--- src/rtl/pc_sequencer_if.sv ---
// Bundle of the execute-stage redirect inputs, instruction-memory handshake and PC status
// outputs of the next-PC controller.
interface pc_sequencer_if;
  logic        stall;
  logic        branch_taken;
  logic [31:0] branch_target;
  logic        jump;
  logic [31:0] jump_target;
  logic        trap;
  logic [31:0] trap_vector;
  logic        imem_ack;
  logic        imem_req;
  logic [31:0] pc_out;
  logic [31:0] pc_plus4;
  logic        instr_valid;
  logic        misaligned;
  logic [31:0] epc_out;
  logic [1:0]  state_out;

  modport master (
    output stall, branch_taken, branch_target, jump, jump_target, trap, trap_vector, imem_ack,
    input  imem_req, pc_out, pc_plus4, instr_valid, misaligned, epc_out, state_out
  );

  modport slave (
    input  stall, branch_taken, branch_target, jump, jump_target, trap, trap_vector, imem_ack,
    output imem_req, pc_out, pc_plus4, instr_valid, misaligned, epc_out, state_out
  );
endinterface

--- src/rtl/pc_sequencer.sv ---
// Next-PC controller: owns the program counter and sequences fetches through BOOT, FETCH,
// HOLD and FLUSH.
module pc_sequencer #(
  parameter logic [31:0] RESET_VECTOR = 32'h0000_0000,
  parameter logic [31:0] FAULT_VECTOR = 32'h0000_0100,
  parameter int          BOOT_DELAY   = 4
) (
  input  logic          clk,
  input  logic          reset,
  pc_sequencer_if.slave bus
);

  localparam logic [1:0] BOOT  = 2'd0;
  localparam logic [1:0] FETCH = 2'd1;
  localparam logic [1:0] HOLD  = 2'd2;
  localparam logic [1:0] FLUSH = 2'd3;

  // BOOT_DELAY of 0 and 1 both leave BOOT on the first edge after reset release.
  localparam logic [7:0] BOOT_LAST = (BOOT_DELAY == 0) ? 8'd0 : 8'(BOOT_DELAY - 1);

  logic [1:0]  state_r, state_nxt_s;
  logic [31:0] pc_r, pc_nxt_s;
  logic [31:0] epc_r, epc_nxt_s;
  logic [7:0]  boot_cnt_r, boot_cnt_nxt_s;
  logic        misaligned_r, misaligned_nxt_s;
  logic        advance_s;
  logic [31:0] pc_plus4_s;
  logic [31:0] target_s;

  function automatic logic is_word_aligned(input logic [31:0] addr);
    return (addr[1:0] == 2'b00);
  endfunction

  assign pc_plus4_s = pc_r + 32'd4;
  assign advance_s  = (state_r == FETCH) & bus.imem_ack & ~bus.stall & ~bus.trap;
  assign target_s   = bus.jump ? bus.jump_target : bus.branch_target;

  // Next-state, next-PC and exception-PC selection.
  always_comb begin
    state_nxt_s      = state_r;
    pc_nxt_s         = pc_r;
    epc_nxt_s        = epc_r;
    boot_cnt_nxt_s   = boot_cnt_r;
    misaligned_nxt_s = 1'b0;
    case (state_r)
      BOOT: begin
        if (boot_cnt_r == BOOT_LAST) begin
          state_nxt_s = FETCH;
        end else begin
          boot_cnt_nxt_s = boot_cnt_r + 8'd1;
        end
      end
      FETCH, HOLD: begin
        if (bus.trap) begin
          pc_nxt_s    = {bus.trap_vector[31:2], 2'b00};
          epc_nxt_s   = pc_r;
          state_nxt_s = FLUSH;
        end else if (bus.stall) begin
          state_nxt_s = HOLD;
        end else if (state_r == HOLD) begin
          state_nxt_s = FETCH;
        end else if (!bus.imem_ack) begin
          state_nxt_s = FETCH;
        end else if (bus.jump || bus.branch_taken) begin
          if (is_word_aligned(target_s)) begin
            pc_nxt_s = target_s;
          end else begin
            pc_nxt_s         = FAULT_VECTOR;
            epc_nxt_s        = pc_r;
            misaligned_nxt_s = 1'b1;
            state_nxt_s      = FLUSH;
          end
        end else begin
          pc_nxt_s = pc_plus4_s;
        end
      end
      FLUSH: begin
        state_nxt_s = FETCH;
      end
      default: begin
        state_nxt_s = BOOT;
      end
    endcase
  end

  // State registers with asynchronous active-low reset.
  always_ff @(posedge clk or negedge reset) begin
    if (!reset) begin
      state_r      <= BOOT;
      pc_r         <= RESET_VECTOR;
      epc_r        <= 32'd0;
      boot_cnt_r   <= 8'd0;
      misaligned_r <= 1'b0;
    end else begin
      state_r      <= state_nxt_s;
      pc_r         <= pc_nxt_s;
      epc_r        <= epc_nxt_s;
      boot_cnt_r   <= boot_cnt_nxt_s;
      misaligned_r <= misaligned_nxt_s;
    end
  end

  // The request follows the state directly so it drops the moment FETCH is left or reset asserts.
  assign bus.imem_req    = (state_r == FETCH);
  assign bus.instr_valid = advance_s;
  assign bus.pc_out      = pc_r;
  assign bus.pc_plus4    = pc_plus4_s;
  assign bus.misaligned  = misaligned_r;
  assign bus.epc_out     = epc_r;
  assign bus.state_out   = state_r;

endmodule
--- src/flat_wrapper.sv ---
// flat-port wrapper written by rule: the top's interface ports become plain ports
module pc_sequencer_flat 
#(
  parameter logic [31:0] RESET_VECTOR = 32'h0000_0000,
  parameter logic [31:0] FAULT_VECTOR = 32'h0000_0100,
  parameter int          BOOT_DELAY   = 4
)
  (clk, reset, bus_stall, bus_branch_taken, bus_branch_target, bus_jump, bus_jump_target, bus_trap, bus_trap_vector, bus_imem_ack, bus_imem_req, bus_pc_out, bus_pc_plus4, bus_instr_valid, bus_misaligned, bus_epc_out, bus_state_out);
  pc_sequencer_if bus_i ();
  input  logic clk;
  input  logic reset;
  input wire logic [$bits(bus_i.stall)-1:0] bus_stall;
  input wire logic [$bits(bus_i.branch_taken)-1:0] bus_branch_taken;
  input wire logic [$bits(bus_i.branch_target)-1:0] bus_branch_target;
  input wire logic [$bits(bus_i.jump)-1:0] bus_jump;
  input wire logic [$bits(bus_i.jump_target)-1:0] bus_jump_target;
  input wire logic [$bits(bus_i.trap)-1:0] bus_trap;
  input wire logic [$bits(bus_i.trap_vector)-1:0] bus_trap_vector;
  input wire logic [$bits(bus_i.imem_ack)-1:0] bus_imem_ack;
  output wire logic [$bits(bus_i.imem_req)-1:0] bus_imem_req;
  output wire logic [$bits(bus_i.pc_out)-1:0] bus_pc_out;
  output wire logic [$bits(bus_i.pc_plus4)-1:0] bus_pc_plus4;
  output wire logic [$bits(bus_i.instr_valid)-1:0] bus_instr_valid;
  output wire logic [$bits(bus_i.misaligned)-1:0] bus_misaligned;
  output wire logic [$bits(bus_i.epc_out)-1:0] bus_epc_out;
  output wire logic [$bits(bus_i.state_out)-1:0] bus_state_out;
  assign bus_i.stall = bus_stall;
  assign bus_i.branch_taken = bus_branch_taken;
  assign bus_i.branch_target = bus_branch_target;
  assign bus_i.jump = bus_jump;
  assign bus_i.jump_target = bus_jump_target;
  assign bus_i.trap = bus_trap;
  assign bus_i.trap_vector = bus_trap_vector;
  assign bus_i.imem_ack = bus_imem_ack;
  assign bus_imem_req = bus_i.imem_req;
  assign bus_pc_out = bus_i.pc_out;
  assign bus_pc_plus4 = bus_i.pc_plus4;
  assign bus_instr_valid = bus_i.instr_valid;
  assign bus_misaligned = bus_i.misaligned;
  assign bus_epc_out = bus_i.epc_out;
  assign bus_state_out = bus_i.state_out;
  pc_sequencer #(.RESET_VECTOR(RESET_VECTOR), .FAULT_VECTOR(FAULT_VECTOR), .BOOT_DELAY(BOOT_DELAY)) u_core (.clk(clk), .reset(reset), .bus(bus_i));
endmodule
--- config.mk ---
export PLATFORM = sky130hd
export DESIGN_NAME = pc_sequencer_flat
export DESIGN_NICKNAME = d
export VERILOG_FILES = /design/src/rtl/pc_sequencer_if.sv /design/src/rtl/pc_sequencer.sv /design/src/flat_wrapper.sv
export SDC_FILE = /design/constraint.sdc
export NUM_CORES = 1
export LEC_CHECK = 0
export ABC_CLOCK_PERIOD_IN_PS = 5600
export CAP_MARGIN = 20
export CORE_MARGIN = 2
export CORE_UTILIZATION = 30
export DETAILED_ROUTE_END_ITERATION = 12
export PLACE_DENSITY = 0.59
export RECOVER_POWER = 25
export SETUP_SLACK_MARGIN = 0.4
export SYNTH_ARGS = -nofsm -noshare
export SYNTH_HDL_FRONTEND = slang
export SYNTH_SLANG_ARGS = --single-unit
--- constraint.sdc ---
create_clock -name clk -period 5.6 [get_ports clk]
set_input_delay 0.56 -clock clk [delete_from_list [all_inputs] [get_ports clk]]
set_output_delay 0.56 -clock clk [all_outputs]
set_load 0.01 [all_outputs]
==> impl_metrics.json <==
{
  "die_w_um": 128,
  "post_synth.cell_area_avg_um2": 9.51,
  "synth_seq_area_share_pct": 40.8,
  "initial_utilization_pct": 30.5,
  "detailroute.via_count": 4614,
  "cts.repair_timing.setup_buffer_count": 0,
  "cts-root-to-sink-buffers": 2,
  "p_int_mw": 1.92,
  "top_usage_layer": "met2",
  "critPathMaxStageDelay_ns": 0.60,
  "wire_length_of_the_first_global_routing_pass_mm": 26.2,
  "globalRouteMet3Util_pct": 6.59,
  "met2_usage_in_global_routing_pct": 37.2,
  "post_synth_main_area_contributors": "sky130_fd_sc_hd__dfrtp_1 41%, sky130_fd_sc_hd__mux2_2 7.8%, sky130_fd_sc_hd__o21ai_0 5.1%, sky130_fd_sc_hd__xnor2_1 3.6%, sky130_fd_sc_hd__a22oi_1 3.6%",
  "cp_slowest_cell": "sky130_fd_sc_hd__dfrtp_1",
  "finalCoreUtilization_pct": 46.7,
  "insertedDiodeCount": 0,
  "synthCells": 484,
  "detail_route.wl_per_cell_um": 19.6,
  "number_of_setup_violations_in_the_final_report": 0,
  "fin_nets": 773,
  "fin_hold_ws_ns": 0.468,
  "grt-ovfl-total": 0,
  "asyncSetResetFlopFracSynth_pct": 100,
  "gr-usage-all-layers_pct": 20.7,
  "timing.critical_path.fanout_max": 8,
  "maxSlewViolCount": 78,
  "synth_top_cell_by_area": "sky130_fd_sc_hd__dfrtp_1",
  "drt_iter0_markers": 199,
  "postCtsHoldBufs": 0,
  "vdd_ir_drop_max_mv": 0.215,
  "grt_antenna_before_repair": 0,
  "placedCellCount": 841,
  "fmax_mhz": 253,
  "synth_top_flop_cell": "sky130_fd_sc_hd__dfrtp_1",
  "dieArea_um2": 16300,
  "hold_violations": 0,
  "grt_pass1_vias": 4767,
  "htreeDepth": 3,
  "power.density_nw_per_um2": 437,
  "timing.critical_path.arrival_ns": 3.39,
  "tns_ns": 0,
  "cpLargestDelayFamily": "simple AND/OR/NAND/NOR gates",
  "num_io_pins": 204,
  "insertion_delay_ns": 0.35,
  "grt_max_degree": 76,
  "start_kind": "flip-flop",
  "total_clock_sinks": 75,
  "fin_crit_sh_pct": 70.5,
  "power_switching_share_pct": 37.6,
  "path_buf_inv": 1,
  "layout_min_cycle_time_ns": 3.95,
  "io_buffer_count": 201,
  "preCtsSetupSlack_ns": 2.04,
  "synth_edf_count": 0,
  "tritoncts": "done",
  "final_cell_count_no_fill": 858,
  "post-route-worst-setup-slack_ns": 1.65,
  "failed_checks": "capacitance limit, slew limit",
  "post_drt_via_cell_ratio": 5.38,
  "fraction_of_layout_instances_using_a_drive_strength_above_1_pct": 11.0,
  "placedInstanceArea_um2": 6750,
  "seq_power_share_pct": 32.6,
  "drt_drc_violations_left": 0,
  "worst_pin_slew_ns": 2.19,
  "core.rowCount": 45,
  "root_buffer": "sky130_fd_sc_hd__clkbuf_16",
  "fin_total_pwr_mw": 3.08,
  "totalWireLength_mm": 16.8,
  "synth_cell_type_count": 53,
  "place.detailed.hpwl_mm": 11.8,
  "outcome": "complete, but fails checks",
  "cts_inserted_buffers": 9,
  "synthesis.nets": 592,
  "worst_path_cell_trace": "ha_1 > nand4_1 > or4_4 > nor4_4 > xor2_1 > clkdlybuf4s50_1",
  "clock-skew-final_ns": 0.00913,
  "part_of_the_power_in_combinational_logic_pct": 47.8,
  "grtUsageMet1_pct": 24.1,
  "synth_area_um2": 4600,
  "min_path_type": "reg -> reg",
  "yosysTopAreaCellShare_pct": 40.8,
  "final_area_um2": 7050,
  "worst_setup_path_end_kind": "output port",
  "synth_most_common_cell": "sky130_fd_sc_hd__dfrtp_1",
  "synth.top_cells.by_count": "75 x sky130_fd_sc_hd__dfrtp_1, 47 x sky130_fd_sc_hd__o21ai_0, 41 x sky130_fd_sc_hd__nand2_1",
  "total_switching_power_mw": 1.16,
  "p_leak_nw": 2.85,
  "core-area_um2": 15100,
  "post_cts_resized": 0,
  "detail_route.first_pass.iterations": 4,
  "synth_warnings": 0,
  "maxCapViolCount": 2,
  "gp_routability_congestion": 0.794,
  "ys_seq_elements": 75,
  "clkTransAtPathRegs_ns": 0.06,
  "slew_margin_rel_pct": -46.2,
  "clock_power_share_pct": 19.6,
  "ant_nets": 0,
  "die-height_um": 128,
  "timing_worst_setup_path_type": "reg -> out",
  "required_ns": 5.04,
  "rsz0062_at_grt": "no",
  "area.growth.synth_to_final_pct": 53.2
}
[placed cells by master, fill, tap and decap left out, types with 9 or more instances in the layout]
cell type	instances
sky130_fd_sc_hd__xnor2_1	19
sky130_fd_sc_hd__a221oi_1	9
sky130_fd_sc_hd__xor2_1	16
sky130_fd_sc_hd__inv_1	10
sky130_fd_sc_hd__mux2_2	32
sky130_fd_sc_hd__a22o_1	9
sky130_fd_sc_hd__nand4_1	11
sky130_fd_sc_hd__clkdlybuf4s50_1	198
sky130_fd_sc_hd__o2bb2ai_1	12
sky130_fd_sc_hd__clkbuf_16	9
sky130_fd_sc_hd__nand3_1	9
sky130_fd_sc_hd__a21oi_1	18
sky130_fd_sc_hd__nor2_1	39
sky130_fd_sc_hd__dfrtp_1	75
sky130_fd_sc_hd__nand2_1	40
sky130_fd_sc_hd__o21ai_0	47
sky130_fd_sc_hd__a22oi_1	22
[cells by family after synthesis]
| kind of cell | count (synthesis) | synth area share (%) |
|---|---|---|
| compound gates | 146 | 21.6 |
| simple gates | 142 | 16.9 |
| buf+inv | 47 | 4.30 |
| flops | 75 | 40.8 |
| fa+ha+maj | 5 | 1.36 |
| mux | 34 | 8.32 |
| xor+xnor | 35 | 6.66 |
[state kept, by name, summed over array words and instances, names as in the netlist]
signal,count
u_core.bus.state_out,2
u_core.bus.epc_out,32
u_core.bus.pc_out,32
u_core.bus.misaligned,1
u_core.boot_cnt_r,8
[power by group through the flow]
stage | combinational [mW] | sequential [mW] | clock (mW)
floorplan | 0.619 | 1.00 | 0
global placement | 1.47 | 1.00 | 0
detailed placement | 1.48 | 1.01 | 0
CTS | 1.49 | 1.01 | 0.618
global route | 1.58 | 1.04 | 0.643
finish | 1.47 | 1.00 | 0.603
[layer usage]
metal	share of wire (%)	up-vias
li1	-	2157
met1	42	2296
met2	50	153
met3	7.4	8
met4	0.62	0
met5	0	-
[layout make-up]
class | instances | area [um^2]
fill | 1412 | 8040
multi-input combinational | 362 | 2560
timing repair buffer | 207 | 2040
sequential | 75 | 1880
clock buffer | 10 | 239
tap | 188 | 235
clock inverter | 6 | 63.8
inverter | 10 | 37.5
[path summary, 6_finish.rpt]
kind	from	slack, ns	end	depth (start not counted)
max	u_core.bus.pc_out[2]	1.65	bus_pc_plus4[30]	6
min	u_core.boot_cnt_r[7]	0.47	u_core.boot_cnt_r[7]	1
max reg2reg	u_core.bus.state_out[0]	2.65	u_core.bus.epc_out[5]	7
min reg2reg	u_core.boot_cnt_r[7]	0.47	u_core.boot_cnt_r[7]	1
max in group asynchronous	reset	1.81	u_core.bus.pc_out[18]	2
min in group asynchronous	reset	0.85	u_core.bus.pc_out[6]	1
No activity file was read; power rests on OpenSTA's default activity.
